--- config.mk ---
export PLATFORM = sky130hd
export DESIGN_NAME = cia_tod_seq
export DESIGN_NICKNAME = d
export VERILOG_FILES = /design/src/rtl/cia_tod_seq_pkg.sv /design/src/rtl/cia_tod_seq_arb.sv /design/src/rtl/cia_tod_seq.sv
export SDC_FILE = /design/constraint.sdc
export NUM_CORES = 1
export LEC_CHECK = 0
export CORE_ASPECT_RATIO = 0.6
export CORE_MARGIN = 2
export CORE_UTILIZATION = 30
export DETAILED_ROUTE_END_ITERATION = 7
export PLACE_DENSITY_LB_ADDON = 0.25
export SYNTH_ARGS = -nofsm -noshare
export SYNTH_HDL_FRONTEND = slang
export SYNTH_SLANG_ARGS = --single-unit
export TNS_END_PERCENT = 100
--- constraint.sdc ---
create_clock -name clk -period 1.8 [get_ports clk]
set_clock_uncertainty 0.15 [all_clocks]
set_input_delay 0.36 -clock clk [delete_from_list [all_inputs] [get_ports clk]]
set_output_delay 0.36 -clock clk [all_outputs]
set_load 0.005 [all_outputs]
--- src/rtl/cia_tod_seq_pkg.sv ---
// Package cia: shared CIA types plus the TOD access sequencer additions.
//   reg4_t / reg8_t    : register address and data widths
//   tod_t              : time-of-day value as BCD fields (hh is the single
//                        hours-tens bit, pm the AM/PM flag)
//   TOD_ADDR_*         : TOD register addresses (10ths .. hours)
//   tod_seq_state_e    : sequencer states
//   ARB_SET / ARB_GET  : requester indices on the round-robin arbiter
//   tod_state_addr()   : bus address driven in a given sequencer state
//   tod_write_byte()   : register byte written in a given W_* state
package cia;

  typedef logic [3:0] reg4_t;
  typedef logic [7:0] reg8_t;

  typedef struct packed {
    logic       pm;
    logic       hh;
    logic [3:0] hl;
    logic [2:0] mh;
    logic [3:0] ml;
    logic [2:0] sh;
    logic [3:0] sl;
    logic [3:0] t;
  } tod_t;

  localparam reg4_t TOD_ADDR_TS  = 4'h8;
  localparam reg4_t TOD_ADDR_SEC = 4'h9;
  localparam reg4_t TOD_ADDR_MIN = 4'hA;
  localparam reg4_t TOD_ADDR_HR  = 4'hB;

  localparam int ARB_SET = 0;
  localparam int ARB_GET = 1;

  typedef enum logic [3:0] {
    IDLE,
    W_HR,
    W_MIN,
    W_SEC,
    W_TS,
    R_HR,
    R_MIN,
    R_SEC,
    R_TS
  } tod_seq_state_e;

  function automatic reg4_t tod_state_addr(tod_seq_state_e s);
    reg4_t a;
    case (s)
      W_HR,  R_HR:  a = TOD_ADDR_HR;
      W_MIN, R_MIN: a = TOD_ADDR_MIN;
      W_SEC, R_SEC: a = TOD_ADDR_SEC;
      W_TS,  R_TS:  a = TOD_ADDR_TS;
      default:      a = 4'h0;
    endcase
    return a;
  endfunction

  function automatic reg8_t tod_write_byte(tod_seq_state_e s, tod_t v);
    reg8_t b;
    case (s)
      W_HR:    b = {v.pm, 2'b00, v.hh, v.hl};
      W_MIN:   b = {1'b0, v.mh, v.ml};
      W_SEC:   b = {1'b0, v.sh, v.sl};
      W_TS:    b = {4'b0000, v.t};
      default: b = 8'h00;
    endcase
    return b;
  endfunction

endpackage

--- src/rtl/cia_tod_seq_arb.sv ---
// cia_rr_arb2: two-way round-robin arbiter.
//   clk, res  : clock, synchronous active-high reset (pointer favours set)
//   i_req     : request vector, bit ARB_SET = set, bit ARB_GET = get
//   i_accept  : the current grant is being taken this clock
//   o_grant   : one-hot grant (combinational), 0 when nothing requests
// The pointer only moves when a grant is accepted, and it always moves
// away from the requester just served, so a lone requester served twice
// in a row still leaves the other one favoured on the next collision.
module cia_rr_arb2
  import cia::*;
(
  input  logic       clk,
  input  logic       res,
  input  logic [1:0] i_req,
  input  logic       i_accept,
  output logic [1:0] o_grant
);

  logic r_favour_get;

  always_comb begin
    o_grant = 2'b00;
    if (i_req == 2'b11) begin
      o_grant[ARB_GET] = r_favour_get;
      o_grant[ARB_SET] = ~r_favour_get;
    end else begin
      o_grant = i_req;
    end
  end

  always_ff @(posedge clk) begin
    if (res) begin
      r_favour_get <= 1'b0;
    end else if (i_accept && (o_grant != 2'b00)) begin
      r_favour_get <= o_grant[ARB_SET];
    end
  end

endmodule

--- src/rtl/cia_tod_seq.sv ---
// cia_tod_seq: sequences atomic TOD clock/alarm loads and time reads over
// the CIA register bus, one register per PHI2 cycle.
//   clk, res     : clock, synchronous active-high reset
//   phi2_dn      : one-clk strobe at the end of each PHI2 bus cycle
//   set_req      : load request (level until set_done); set_alarm picks
//                  alarm (1) or clock (0); set_val is the value to load
//   get_req      : atomic read request (level until get_done)
//   bus_dout     : register read data
//   bus_rd/we    : read / write strobes; bus_addr, bus_din, bus_w_alarm
//   set_done     : one-clk pulse after the last write
//   get_done     : one-clk pulse after the last read; get_val valid from it
//   get_val      : last time read
//   busy         : a sequence is in progress
// Handshake: a request is a level held by its owner; it is taken on a
// phi2_dn in IDLE and answered by exactly one done pulse 4 PHI2 cycles
// later. The owner may drop the request at any time after acceptance
// without aborting the sequence. Hours go first on both directions so the
// hardware latch freezes on the first access and releases on the 10ths.
module cia_tod_seq
  import cia::*;
(
  input  logic  clk,
  input  logic  res,
  input  logic  phi2_dn,
  input  logic  set_req,
  input  logic  set_alarm,
  input  tod_t  set_val,
  input  logic  get_req,
  input  reg8_t bus_dout,
  output logic  bus_rd,
  output logic  bus_we,
  output reg4_t bus_addr,
  output reg8_t bus_din,
  output logic  bus_w_alarm,
  output logic  set_done,
  output logic  get_done,
  output tod_t  get_val,
  output logic  busy
);

  tod_seq_state_e r_state;
  tod_seq_state_e w_next_state;
  tod_t           r_set_val;
  logic           r_set_alarm;
  logic           r_set_done;
  logic           r_get_done;
  tod_t           r_get_val;
  logic [1:0]     w_req;
  logic [1:0]     w_grant;
  logic           w_accept;

  assign w_req[ARB_SET] = set_req;
  assign w_req[ARB_GET] = get_req;

  // A done pulse still high means the requester has not yet seen it and
  // may still hold its request; masking acceptance here guarantees the
  // next sequence starts no earlier than the strobe after done.
  assign w_accept = (r_state == IDLE) && phi2_dn && !r_set_done &&
                    !r_get_done && (set_req || get_req);

  cia_rr_arb2 u_arb (
    .clk      (clk),
    .res      (res),
    .i_req    (w_req),
    .i_accept (w_accept),
    .o_grant  (w_grant)
  );

  always_comb begin
    w_next_state = r_state;
    bus_rd       = 1'b0;
    bus_we       = 1'b0;
    bus_w_alarm  = 1'b0;
    bus_addr     = 4'h0;
    bus_din      = 8'h00;
    case (r_state)
      IDLE: begin
        if (w_accept) begin
          w_next_state = w_grant[ARB_SET] ? W_HR : R_HR;
        end
      end
      W_HR, W_MIN, W_SEC, W_TS: begin
        bus_we      = 1'b1;
        bus_w_alarm = r_set_alarm;
        bus_addr    = tod_state_addr(r_state);
        bus_din     = tod_write_byte(r_state, r_set_val);
        if (phi2_dn) begin
          case (r_state)
            W_HR:    w_next_state = W_MIN;
            W_MIN:   w_next_state = W_SEC;
            W_SEC:   w_next_state = W_TS;
            default: w_next_state = IDLE;
          endcase
        end
      end
      R_HR, R_MIN, R_SEC, R_TS: begin
        bus_rd   = 1'b1;
        bus_addr = tod_state_addr(r_state);
        if (phi2_dn) begin
          case (r_state)
            R_HR:    w_next_state = R_MIN;
            R_MIN:   w_next_state = R_SEC;
            R_SEC:   w_next_state = R_TS;
            default: w_next_state = IDLE;
          endcase
        end
      end
      default: w_next_state = IDLE;
    endcase
  end

  always_ff @(posedge clk) begin
    if (res) begin
      r_state     <= IDLE;
      r_set_val   <= '0;
      r_set_alarm <= 1'b0;
      r_set_done  <= 1'b0;
      r_get_done  <= 1'b0;
      r_get_val   <= '0;
    end else begin
      r_state    <= w_next_state;
      r_set_done <= phi2_dn && (r_state == W_TS);
      r_get_done <= phi2_dn && (r_state == R_TS);
      if (w_accept && w_grant[ARB_SET]) begin
        r_set_val   <= set_val;
        r_set_alarm <= set_alarm;
      end
      // Reserved bits of each register byte are simply not stored.
      if (phi2_dn) begin
        case (r_state)
          R_HR: begin
            r_get_val.pm <= bus_dout[7];
            r_get_val.hh <= bus_dout[4];
            r_get_val.hl <= bus_dout[3:0];
          end
          R_MIN: begin
            r_get_val.mh <= bus_dout[6:4];
            r_get_val.ml <= bus_dout[3:0];
          end
          R_SEC: begin
            r_get_val.sh <= bus_dout[6:4];
            r_get_val.sl <= bus_dout[3:0];
          end
          R_TS: begin
            r_get_val.t <= bus_dout[3:0];
          end
          default: ;
        endcase
      end
    end
  end

  assign set_done = r_set_done;
  assign get_done = r_get_done;
  assign get_val  = r_get_val;
  assign busy     = (r_state != IDLE);

endmodule

==> run summary, run 1 <==
Worst Max-Slew Pin Slew -> 619.1 ps
Setup violations, final -> 53
CP max stage delay -> 360 ps
WP data required -> 1290 ps
Worst setup SP type -> flip-flop
PnR Total Power -> 4.186 mW
Compound-gate portion of the synthesized area -> 15.89%
Die height -> 76.96 um
Clk Latency, worst-skew pair -> 330 ps
Setup TNS -> -8720 ps
Post-synthesis cell type count -> 45
Mux cell area share after synthesis -> 10.20%
RSZ-0062 raised after global routing -> yes
Final min period -> 2143 ps
Fmax -> 466.6 MHz
PortBufs -> 78
Worst-path clk slew -> 50 ps
Iteration-0 DRC Markers -> 148
Synth Instances -> 294
Fin util -> 59.68%
Initial Utilization -> 31.11%
Failing checks -> negative setup slack
Worst Path Arrival -> 1630 ps
Post-synth ARST share -> 0%
Routability congestion estimate -> 0.8835
Vias/cell -> 4.755
CTS Sinks -> 59
CTS tree -> built
DIE WIDTH -> 125.6 um
Num ports -> 80
Synth Area in Adders -> 0.4701%
Overall Global Routing Usage -> 18.90%
CTS Buffer Depth -> 2
Pre-CTS setup slack -> -570.5 ps
Largest cells by area after synthesis -> dfxtp_1, mux2i_1, a21oi_2
Max Cap Violations -> 0
Critical Path Fanout Max -> 5
Half-perimeter wire length after placement -> 5258 um
Fin cells -> 554
Core Region -> 8556 sq um
Initial antenna violation count -> 0
CTS buffer count -> 9
Final Hold Fails -> 0
Final period utilization -> 119.1%
Critical Setup Path Class -> reg2out
Filler instances -> 696
Share of synthesized cell area in and, or, nand and nor gates -> 22.38%
Biggest area consumer among synthesized cells -> dfxtp_1
Diodes inserted -> 0
YS warnings -> 0
Largest net degree at the start of global routing -> 46
Vias in the first global route -> 2811
Maximum vdd ir drop -> 0.4897 mV
Worst Path Buf+Inv -> 3
Yosys reg bits -> 59
HP Class -> reg2reg
Antenna viol nets, final -> 0
Row count -> 26
Root Buffer -> clkbuf_16
Global-route wire length before repair -> 14350 um
Crit-path cells -> or2_4 -> nand2_2 -> nor3b_4 -> buf_6 -> buf_6 -> and2_4 -> buf_6
Final wirelength -> 9059 um
CP endpoint kind -> primary output
Cell family with most CP delay -> simple AND/OR/NAND/NOR gates
Seq/Total Area, Yosys -> 44.38%
Die Area -> 9665 sq um
H-tree depth -> 3
Status -> complete, but fails checks
Leak -> 1.980 nW
Total global routing overflow -> 0
Dpl cells -> 506
# nets final -> 476
Vias post-DR -> 2634
Area grow syn2layout -> 91.87%
PwrDens -> 819.8 nW/um^2
Layout cells sized above 1 -> 53.39%
Final WS setup -> -343.3 ps
Post-synthesis xor/xnor area fraction -> 0.6582%
Prevailing post-synth register cell -> dfxtp_1
Net Count, Synth -> 333
Slowest cell on crit path -> dfxtp_4
Most common cell on crit path -> buf_6
Mean area per synthesized cell -> 9.052 sq um
Routed length per instance -> 16.35 um
DRC viols -> 0
Max-slew headroom -> 58.72%
Largest family of logic cells by synthesized area -> simple AND/OR/NAND/NOR gates
Router iterations before antenna repair -> 4
Synth Cell Area -> 2661 sq um
Max Slew Vio Count -> 0
Number of enable flip-flop cells after synthesis -> 0
Post-synth top area share -> 44.38%
cell usage in the layout (no fill, tap or decap), types with 3 or more instances in the layout:
cell	Yosys	final
clkdlybuf4s50_1	0	59
clkbuf_16	0	9
buf_2	5	9
dfxtp_1	59	54
mux2i_1	26	23
inv_1	4	3
nand2_1	36	4
buf_16	0	4
a22oi_1	8	7
nand2_2	20	16
buf_4	5	42
buf_6	1	27
o22ai_1	5	4
buf_12	0	7
dfxtp_2	0	3
nor2_4	1	9
nand2_4	0	36
a211oi_1	4	3
a21oi_2	20	27
nor2_1	36	26
nor2_2	1	3
path summary, 6_finish.rpt:
path / slack [ps] / to / cells after the start / startpoint
min reg2reg: 330 / r_set_val[7]$_SDFFE_PP0P_ / 2 / r_set_val[7]$_SDFFE_PP0P_
max reg2reg: -270 / r_set_val[21]$_SDFFE_PP0P_ / 11 / r_state[0]$_SDFFE_PP0N_
max: -340 / bus_w_alarm / 7 / r_state[0]$_SDFFE_PP0N_
min: 330 / r_set_val[7]$_SDFFE_PP0P_ / 2 / r_set_val[7]$_SDFFE_PP0P_
Yosys cell counts, types with 2 or more instances:
library cell   n
a22oi_1        8
o21ai_0        3
nor2_1        36
o22ai_1        5
or2_1          2
nand2_2       20
a211oi_1       4
dfxtp_1       59
and2_1         4
and3_1         2
nor2b_1        4
nand2_1       36
buf_2          5
buf_4          5
inv_1          4
o21a_1         2
mux2i_1       26
a31oi_1        2
nor3b_1        3
nand2b_1       2
a21oi_1       10
a21oi_2       20
nor3_1         2
buf_8          2
clkbuf_1       8
registers in the layout, summed over array words and instances, names as in the netlist, named ones only:
signal              flops
get_done                1
get_val                24
r_set_alarm             1
r_set_val              24
r_state                 4
set_done                1
u_arb.r_favour_get      1
layout make-up:
cell class | instances | area [sq um] | area share [%]
multi-input cells | 208 | 1852 | 36.27
well taps | 112 | 140.1 | 2.744
clock buffers | 9 | 225.2 | 4.411
repair buffers | 154 | 1577 | 30.87
flip-flops and latches | 59 | 1192 | 23.35
inverters | 5 | 21.27 | 0.4166
clock inverters | 7 | 98.84 | 1.936
report_power, final:
part           switching (mW)  internal [mW]
registers              0.0507           1.36
clock network           0.635           1.22
logic                   0.407          0.519
total                    1.09           3.09
logic make-up after synthesis:
| kind of cell | count (synthesis) |
|---|---|
| muxes | 27 |
| buffers and inverters | 27 |
| and+or+nand+nor | 119 |
| AOI/OAI and AO/OA | 58 |
| xor gates and xnor gates | 2 |
| DFF | 59 |
| other | 1 |
| adders and majority gates | 1 |
metrics by stage:
stage / hold WS [ps] / instance area (sq um)
2_1_floorplan: 277.4 / 2661
3_3_place_gp: 293.0 / 3825
3_5_place_dp: 298.9 / 3825
4_1_cts: 225.3 / 4880
5_1_grt: 340.9 / 5106
6_report: 326.2 / 5106
worst min-delay path, stage by stage, from the launching register on:
cell and delay (ps):
dfxtp_1 320, nand2_2 70, a21oi_2 50
routing by layer:
metal	GRT usage, %	up-vias	share of wire, %
met5	0	-	0
met2	27.73	81	45
met4	6.333	0	0.61
met1	25.95	1271	50
met3	6.350	6	5.3
li1	-	1276	-
what timing repair did:
item | 4_1_cts | 5_1_grt
hold buffers | 0 | 0
endpoints found under the setup margin | 63 | 66
setup buffers | 24 | 9
gates cloned | 6 | 0
hold endpoints to repair | 0 | 0
gates resized for setup | 175 | 67
pin swaps | 53 | 44
No activity file was read; power rests on OpenSTA's default activity.
==> run 2: changes to the inputs <==
REMOVE_ABC_BUFFERS = 1   (was unset)
==> run 2 against run 1 <==
- the run still ends with negative setup slack left
- worst hold slack lost 70 ps
- critical path depth down 1
- clock power shrank 14%
- largest cell class unchanged
- power is 7.2% lower
- highest routed layer unchanged
==> run summary, run 2 (synthesis results as in run 1) <==
Status -> complete, but fails checks
Failing checks -> negative setup slack
Maximum vdd ir drop -> 0.4719 mV (-3.6%)
Hold_buf cts -> 0 (unchanged)
Largest net degree at the start of global routing -> 27 (-41%)
HP Class -> in2reg
Worst reg2reg path endpoint -> r_set_val[15]$_SDFFE_PP0P_
Setup TNS -> -8596 ps (+123.8 ps)
Half-perimeter wire length after placement -> 5432 um (+3.3%)
Vias post-DR -> 2615 (-0.72%)
Final wirelength -> 9449 um (+4.3%)
FF-to-FF path depth -> 9 (-2)
Core Region -> 8556 sq um (unchanged)
Antenna viol nets, final -> 0 (unchanged)
Iteration-0 DRC Markers -> 121 (-18%)
Final min period -> 2149 ps (+5.717 ps)
Max Slew Vio Count -> 0 (unchanged)
Num ports -> 80 (unchanged)
Comb power frac -> 23.0% (+0.9 points)
Clock Power Share -> 41.0% (-3.3 points)
RSZ-0062 raised after global routing -> yes
Most common cell after layout, fill and taps aside -> clkdlybuf4s50_1
CTS Sinks -> 59 (unchanged)
Die Area -> 9665 sq um (unchanged)
DIE WIDTH -> 125.6 um (unchanged)
Worst Setup SP -> r_state[1]$_SDFFE_PP0N_
Psw -> 1.076 mW (-1.6%)
Internal Power -> 2.810 mW (-9.2%)
WP data required -> 1290 ps (about the same)
Critical Setup Path Class -> reg2out
Fin util -> 58.75% (-0.94 points)
CP endpoint kind -> primary output
Pre-CTS setup slack -> -507.6 ps (+62.89 ps)
Max Cap Violations -> 0 (unchanged)
Initial Utilization -> 31.11% (unchanged)
Setup violations, final -> 48 (-9.4%)
Fin cells -> 555 (+0.18%)
Sequential Power Share -> 36.0% (+2.4 points)
Diodes inserted -> 0 (unchanged)
Global-route wire length before repair -> 14880 um (+3.8%)
Initial antenna violation count -> 0 (unchanged)
Worst flop-to-flop path startpoint -> r_state[1]$_SDFFE_PP0N_
Switching part of the total power -> 27.69% (+1.6 points)
Most frequent cells in the layout -> clkdlybuf4s50_1, dfxtp_1, buf_4
H-tree depth -> 3 (unchanged)
Final period utilization -> 119.4% (+0.32 points)
Worst Path Arrival -> 1640 ps (about the same)
CP endpoint -> bus_din[3]
Total global routing overflow -> 0 (unchanged)
CTS Buffer Depth -> 2 (unchanged)
Fmax -> 465.3 MHz (-0.27%)
Row count -> 26 (unchanged)
Routed length per instance -> 17.03 um (+4.1%)
Filler instances -> 713 (+2.4%)
CTS tree -> built
Dpl cells -> 507 (+0.20%)
Area grow syn2layout -> 88.86%
PortBufs -> 78 (unchanged)
# nets final -> 477 (+0.21%)
DRC viols -> 0 (unchanged)
Overall Global Routing Usage -> 19.94% (+1.0 points)
Clk Latency, worst-skew pair -> 330 ps (about the same)
Vias in the first global route -> 2801 (-0.36%)
Die height -> 76.96 um (unchanged)
Vias/cell -> 4.712 (-0.90%)
Final WS setup -> -349.0 ps (-5.717 ps)
Final Hold Fails -> 0 (unchanged)
Layout cells sized above 1 -> 53.05% (-0.35 points)
Worst-path clk slew -> 50 ps (about the same)
Worst setup SP type -> flip-flop
R2R Setup Slk -> -200 ps (+70 ps)
Router iterations before antenna repair -> 4 (unchanged)
Critical Path Fanout Max -> 5 (unchanged)
Routability congestion estimate -> 0.8059 (-8.8%)
PwrDens -> 773.1 nW/um^2 (-5.7%)
CTS buffer count -> 9 (unchanged)
Leak -> 2.002 nW (+1.1%)
Root Buffer -> clkbuf_16
==> run 2: cell type report <==
type                    count  area, sq um  area share (%)
clock buffers              10        239.0           4.755
well taps                 112        140.1           2.788
clock inverters             6        41.29          0.8215
multi-input cells         208         1843           36.67
repair buffers            155         1549           30.82
inverters                   5        18.77          0.3734
flip-flops and latches     59         1195           23.77
==> run 2: power groups by stage <==
stage	combinational [mW]	clock, mW	sequential, mW
global placement	0.540	0	1.41
global route	0.952	1.70	1.40
CTS	0.836	1.62	1.39
detailed placement	0.540	0	1.41
finish	0.896	1.59	1.40
floorplan	0.206	0	1.41
==> run 2: critical path: stages, from the launching register on <==
cell	delay, ps
dfxtp_4	360
or2_4	270
buf_6	120
nor2_4	150
a21oi_2	80
o22ai_1	180
buf_2	150
==> run 2: through the flow <==
| step | hold slack [ps] | cell area (sq um) | power [mW] |
|---|---|---|---|
| CTS | 247.8 | 4835 | 3.846 |
| finish | 255.9 | 5026 | 3.886 |
| detailed placement | 295.6 | 3815 | 1.949 |
| floorplan | 271.3 | 2524 | 1.614 |
| global placement | 288.6 | 3815 | 1.948 |
| global route | 247.9 | 5026 | 4.053 |
==> run 2: repair_timing <==
item / CTS / global route
setup buffers: 28 / 6
gates cloned: 6 / 0
resized for setup: 171 / 76
endpoints found under the setup margin: 56 / 70
pin swaps: 45 / 46
==> run 2: worst min path at each step <==
| stage | start | to | cells past startpoint |
|---|---|---|---|
| global placement | r_set_val[22]$_SDFFE_PP0P_ | r_set_val[22]$_SDFFE_PP0P_ | 2 |
| floorplan | r_set_val[23]$_SDFFE_PP0P_ | r_set_val[23]$_SDFFE_PP0P_ | 2 |
| CTS | res | r_state[1]$_SDFFE_PP0N_ | 3 |
| finish | res | r_state[1]$_SDFFE_PP0N_ | 3 |
| global route | res | r_state[1]$_SDFFE_PP0N_ | 3 |
| detailed placement | r_set_val[23]$_SDFFE_PP0P_ | r_set_val[23]$_SDFFE_PP0P_ | 2 |
==> run 2: per-layer routing <==
layer,vias to the layer above,part of all wire (%),GRT usage [%]
li1,1284,-,-
met1,1255,47,26.88
met2,70,46,30.38
met3,6,6.3,7.467
met4,0,0.73,4.556
met5,-,0,0
==> RTL change 1 (flow settings as in run 2) <==
Register the input `bus_dout` before use, without a reset. The logic sees it one clock later. The other inputs are not delayed to match.
--- a/src/rtl/cia_tod_seq.sv
+++ b/src/rtl/cia_tod_seq.sv
@@ -38,4 +38,10 @@
   output logic  busy
 );
+
+  reg8_t bus_dout_q;
+
+  always_ff @(posedge clk) begin
+    bus_dout_q <= bus_dout;
+  end
 
   tod_seq_state_e r_state;
@@ -130,18 +136,18 @@
         case (r_state)
           R_HR: begin
-            r_get_val.pm <= bus_dout[7];
-            r_get_val.hh <= bus_dout[4];
-            r_get_val.hl <= bus_dout[3:0];
+            r_get_val.pm <= bus_dout_q[7];
+            r_get_val.hh <= bus_dout_q[4];
+            r_get_val.hl <= bus_dout_q[3:0];
           end
           R_MIN: begin
-            r_get_val.mh <= bus_dout[6:4];
-            r_get_val.ml <= bus_dout[3:0];
+            r_get_val.mh <= bus_dout_q[6:4];
+            r_get_val.ml <= bus_dout_q[3:0];
           end
           R_SEC: begin
-            r_get_val.sh <= bus_dout[6:4];
-            r_get_val.sl <= bus_dout[3:0];
+            r_get_val.sh <= bus_dout_q[6:4];
+            r_get_val.sl <= bus_dout_q[3:0];
           end
           R_TS: begin
-            r_get_val.t <= bus_dout[3:0];
+            r_get_val.t <= bus_dout_q[3:0];
           end
           default: ;
Behaviour: not the same (a bounded check fails within 4 cycles, from zero or initial values).
==> RTL change 1 against run 2 <==
The flow still finishes with violations (negative setup slack). Design area down 7.2%. Area after synthesis is essentially flat. Core utilization is 4.2 points lower. Via count is 0.96% lower. Sequential cell count increased by 8. Worst setup slack improved by 68 ps. Synthesized cell count increased by 2.7%. Routed wire length down 13%. Total power decreased by 1.0%. Critical path type unchanged.
==> RTL change 1: results (changes against run 2) <==
The total number of nets in the final design is 472 (-1.0%). The depth of the worst hold-timing path is 2 (-1). The number of fill cells was 767 (+7.6%).

The type of the worst min-delay path is in -> reg. The part of the Yosys area used for sequential elements is 50.4% (+6.0 points). The worst reg-to-reg path cell count is 11 (+2). The post-synthesis async set-or-reset flop share is 0% (unchanged). The global-route wire length before repair came out at 13200 um (-12%). The initial antenna violation count came to 0 (unchanged). The number of CTS-inserted buffers came out at 9 (unchanged). The number of distinct standard cells referenced by the synthesized netlist is 39 (-13%). The remaining global-route overflow came out at 0 (unchanged). The aggregate routed wire length was 8250 um (-13%). In the synthesized netlist, the cells that appear most often are dfxtp_1, nand2_1, nor2_1, mux2i_1, a21oi_1. The number of slew-limit violations in the final report came out at 0 (unchanged).

The cell family with the largest share of critical-path delay is flip-flops. The HPWL reported at the end of detailed placement is 5190 um (-4.5%). The number of placed instances, taps included is 506 (-0.20%). The pin count of the biggest net entering global routing came out at 45 (+67%).

The number of levels the H-tree was split into is 3 (unchanged). The post-synthesis instance total came out at 302 (+2.7%). The routability-driven placement congestion ratio came to 0.822 (+2.0%). The number of design-rule violations left by the first detailed-router iteration was 76 (-37%).

The signal arrival time at the worst endpoint came to 1570 ps (-70 ps). CTS placed an instance of clkbuf_16 at the clock tree root. The final worst setup slack came out at -281 ps (+68.3 ps). The number of diodes is 0 (unchanged).

The number of buffers added on ports is 78 (unchanged). The share of final-layout standard cells stronger than drive strength 1 is 36.8% (-16 points). The highest cell delay on the worst timing path came to 360 ps (about the same). The clock slew seen by the registers of the worst setup and hold paths came out at 50 ps (about the same). Ranked by total cell area, the synthesized netlist is headed by dfxtp_1, mux2i_1, nand2_1, nor2_1, a21oi_1. The run finished, with violations left.

The via count of the first global-routing pass came out at 2579 (-7.9%). The number of gates resized after CTS came out at 155 (-9.4%). The maximum fanout along the worst path came out at 4 (-1). The number of endpoints failing setup at the final stage is 49 (+2.1%).

The maximum count of clock buffers along a single path is 2 (unchanged). The post-CTS setup repair buffer count came out at 27 (-3.6%). The detailed-route vias per instance is 4.71 (about the same). The final reports fail on negative setup slack.

The length of the first detailed-routing pass in iterations is 4 (unchanged). The peak supply drop came out at 0.567 mV (+20%). The detail-routed net length per standard cell was 15.0 um (-12%).

The count of synthesis-stage warnings from yosys is 0 (unchanged). On the critical path, the stage with the largest delay is an instance of dfxtp_4. The clock network latency to the later pin of the worst-skew pair came out at 330 ps (about the same). The standby leakage power came out at 1.85 nW (-7.4%).

The total routing usage reported by global routing came out at 17.3% (-2.6 points).
-- RTL change 1: cell families after synthesis --
kind of cell / share of synthesized area, %
and+or+nand+nor: 21.3
DFF: 50.4
AOI/OAI and AO/OA: 11.8
muxes: 10.9
buffers and inverters: 4.32
xor gates and xnor gates: 0.658
adders and majority gates: 0.470
other: 0.141
-- RTL change 1: routing by layer --
metal	routed length (um)	track usage [%]	up-vias	part of all wire, %
met3	606	7.12	10	7.3
met1	3910	23.2	1218	47
li1	-	-	1289	-
met5	0	0	-	0
met4	101	4.67	0	1.2
met2	3640	25.6	73	44
-- RTL change 1: per-stage QoR --
stage               instance area, um2  total power, W  TNS (ps)  setup WS [ps]  hold WS, ps
global route                      4660         0.00401     -9850           -332          210
detailed placement                3770         0.00203    -17750           -556          292
CTS                               4510         0.00381     -6180           -343          186
finish                            4660         0.00385     -5490           -281          198
floorplan                         2560         0.00176     -9960           -320          238
global placement                  3770         0.00203    -17510           -480          289
-- RTL change 1: power breakdown --
part           total (W)  internal (W)  switching, W
sequential       0.00158       0.00154     0.0000360
combinational   0.000669      0.000374      0.000295
clock            0.00160       0.00100      0.000597
-- RTL change 1: final timing paths --
| path | from | endpoint | slack, ps |
|---|---|---|---|
| max | r_state[1] | bus_addr[0] | -280 |
| min | res | get_done | 200 |
| max reg2reg | r_state[1] | flop | -190 |
| min reg2reg | r_set_alarm | r_set_alarm | 300 |
-- RTL change 1: layout make-up --
| type | instances | area [um2] | area share (%) |
|---|---|---|---|
| Clock buffer | 14 | 264 | 5.66 |
| Timing Repair Buffer | 141 | 1340 | 28.7 |
| Inverter | 4 | 15.0 | 0.322 |
| Clock inverter | 2 | 10.0 | 0.215 |
| Sequential cell | 67 | 1350 | 29.0 |
| Multi-Input combinational cell | 210 | 1540 | 33.1 |
| Tap cell | 112 | 140 | 3.01 |
==> RTL change 2 (settings of run 2) <==
Without the edit above. Register the output `bus_din`; this adds one clock of latency there. The other outputs are not delayed to match.
--- a/src/rtl/cia_tod_seq.sv
+++ b/src/rtl/cia_tod_seq.sv
@@ -39,4 +39,6 @@
 );
 
+  reg8_t bus_din_d;
+
   tod_seq_state_e r_state;
   tod_seq_state_e w_next_state;
@@ -73,5 +75,5 @@
     bus_w_alarm  = 1'b0;
     bus_addr     = 4'h0;
-    bus_din      = 8'h00;
+    bus_din_d    = 8'h00;
     case (r_state)
       IDLE: begin
@@ -84,5 +86,5 @@
         bus_w_alarm = r_set_alarm;
         bus_addr    = tod_state_addr(r_state);
-        bus_din     = tod_write_byte(r_state, r_set_val);
+        bus_din_d   = tod_write_byte(r_state, r_set_val);
         if (phi2_dn) begin
           case (r_state)
@@ -156,4 +158,8 @@
   assign busy     = (r_state != IDLE);
 
+  always_ff @(posedge clk) begin
+    bus_din <= bus_din_d;
+  end
+
 endmodule
 
Behaviour: not the same (a bounded check fails within 4 cycles, from zero or initial values).
==> RTL change 2 against run 2 <==
The flow still finishes with violations (negative setup slack). Area after synthesis up 5.2%. Routed wire length shrank 11%. Core utilization shrank 9.4 points. Sequential cell count rose by 8. Total power up 6.5%. Worst setup slack improved by 240 ps. Design area shrank 10%. Die area increased by 5.0%. Critical endpoint is now bus_addr[3]. Largest cell class unchanged.
==> RTL change 2: results (changes against run 2) <==
The post-CTS setup repair buffer count is 7 (-75%). The reg-to-reg setup timing slack is -40 ps (+160 ps). The post-synthesis instance total was 304 (+3.4%). The standby leakage power came out at 1.65 nW (-17%).

On the critical path the largest part of the delay comes from flip-flops. The share of final-layout standard cells stronger than drive strength 1 is 26.1% (-27 points). The checks that failed: negative setup slack. The clock slew seen by the registers of the worst setup and hold paths came to 50 ps (about the same). The via count of the first global-routing pass came out at 2487 (-11%).

The peak supply drop is 0.451 mV (-4.4%). Counting instances in the post-synthesis netlist gives the leading cell types as dfxtp_1, nor2_1, mux2i_1, a21oi_1, nand3_1. The worst reg-to-reg path cell count came to 9 (unchanged). The number of endpoints failing setup at the final stage was 7 (-85%). The global-route wire length before repair is 12800 um (-14%).

The signal arrival time at the worst endpoint was 1400 ps (-240 ps). The maximum fanout along the worst path came to 4 (-1). The detail-routed net length per standard cell came out at 15.8 um (-7.0%). The total routing usage reported by global routing was 16.5% (-3.4 points).

The number of fill cells came to 837 (+17%). The worst setup timing slack at the placement stage was -510 ps (-2.83 ps). The pin count of the biggest net entering global routing is 53 (+96%).

The buffer cell driving the clock tree root is clkbuf_16. The routability-driven placement congestion ratio came out at 0.865 (+7.3%). The non-filler instance count after layout is 530 (-4.5%). The number of design-rule violations left by the first detailed-router iteration came to 152 (+26%). The number of buffers added on ports is 78 (unchanged). The final worst setup slack was -105 ps (+244 ps). The start point of the critical path is r_state[0]. The worst register-to-register path begins at r_state[2]. The capture point of the critical path is bus_addr[3]. The number of gates resized after CTS is 61 (-64%). The flow ran to the end, but the final reports show violations. The count of synthesis-stage warnings from yosys is 0 (unchanged). The worst slew margin relative to its limit is 60.5%. The part of the Yosys area used for sequential elements is 47.9% (+3.5 points). The HPWL reported at the end of detailed placement is 5560 um (+2.3%).

The total number of nets in the final design came out at 448 (-6.1%). The number of diodes is 0 (unchanged). The highest cell delay on the worst timing path is 360 ps (about the same). By area the synthesized netlist is led by dfxtp_1, mux2i_1, nor2_1, a21oi_1, nand3_1. The number of placed instances, taps included came out at 505 (-0.39%). The detailed-route vias per instance is 4.93 (+4.6%). The number of distinct standard cells referenced by the synthesized netlist came to 48 (+6.7%).

dfxtp_1 takes more of the synthesized area than any other cell.
[RTL change 2: how the worst min path moves through the flow]
| stage | from | to | slack, ps | cells after the start |
|---|---|---|---|---|
| 6_report | res | r_state[1] | 190 | 2 |
| 5_1_grt | res | r_state[1] | 200 | 2 |
| 4_1_cts | res | r_state[1] | 180 | 2 |
| 3_5_place_dp | r_set_val[10] | r_set_val[10] | 310 | 2 |
| 3_3_place_gp | r_set_val[10] | r_set_val[10] | 310 | 2 |
| 2_1_floorplan | res | r_set_alarm | 280 | 1 |
[RTL change 2: cell type report]
cell class | count | area share [%]
clock buffers | 12 | 5.69
clock inverters | 4 | 1.61
inverters | 3 | 0.250
multi-input cells | 211 | 33.3
flip-flops and latches | 67 | 30.2
well taps | 116 | 3.22
repair buffers | 117 | 25.8
[RTL change 2: cells by family (layout without fill, tap and decap cells)]
family	Yosys count	in the layout	synth area share (%)
and+or+nand+nor	104	104	19.8
AOI/OAI and AO/OA	72	72	15.3
DFF	67	67	47.9
buffers and inverters	26	136	4.65
xor gates and xnor gates	2	2	0.626
muxes	31	31	11.1
adders and majority gates	1	1	0.447
other	1	1	0.134
[RTL change 2: where the power goes]
group / switching [W] / internal, W
Clock: 0.000641 / 0.00128
Combinational: 0.000316 / 0.000335
Sequential: 0.0000291 / 0.00153
Total: 0.000985 / 0.00315
[RTL change 2: per-stage QoR]
step                instance area, um2  TNS [ps]  hold WS (ps)
global route                      4500     -1990           200
global placement                  3880    -14450           309
floorplan                         2680     -2850           279
CTS                               4320      -385           177
finish                            4500      -484           189
detailed placement                3880    -15390           315
[RTL change 2: per-layer routing]
metal	vias up	share of wire, %	global-route usage [%]
met1	1263	50	23.2
li1	1285	-	-
met4	0	1.4	6.30
met2	55	44	23.9
met3	10	4.8	4.72
met5	-	0	0
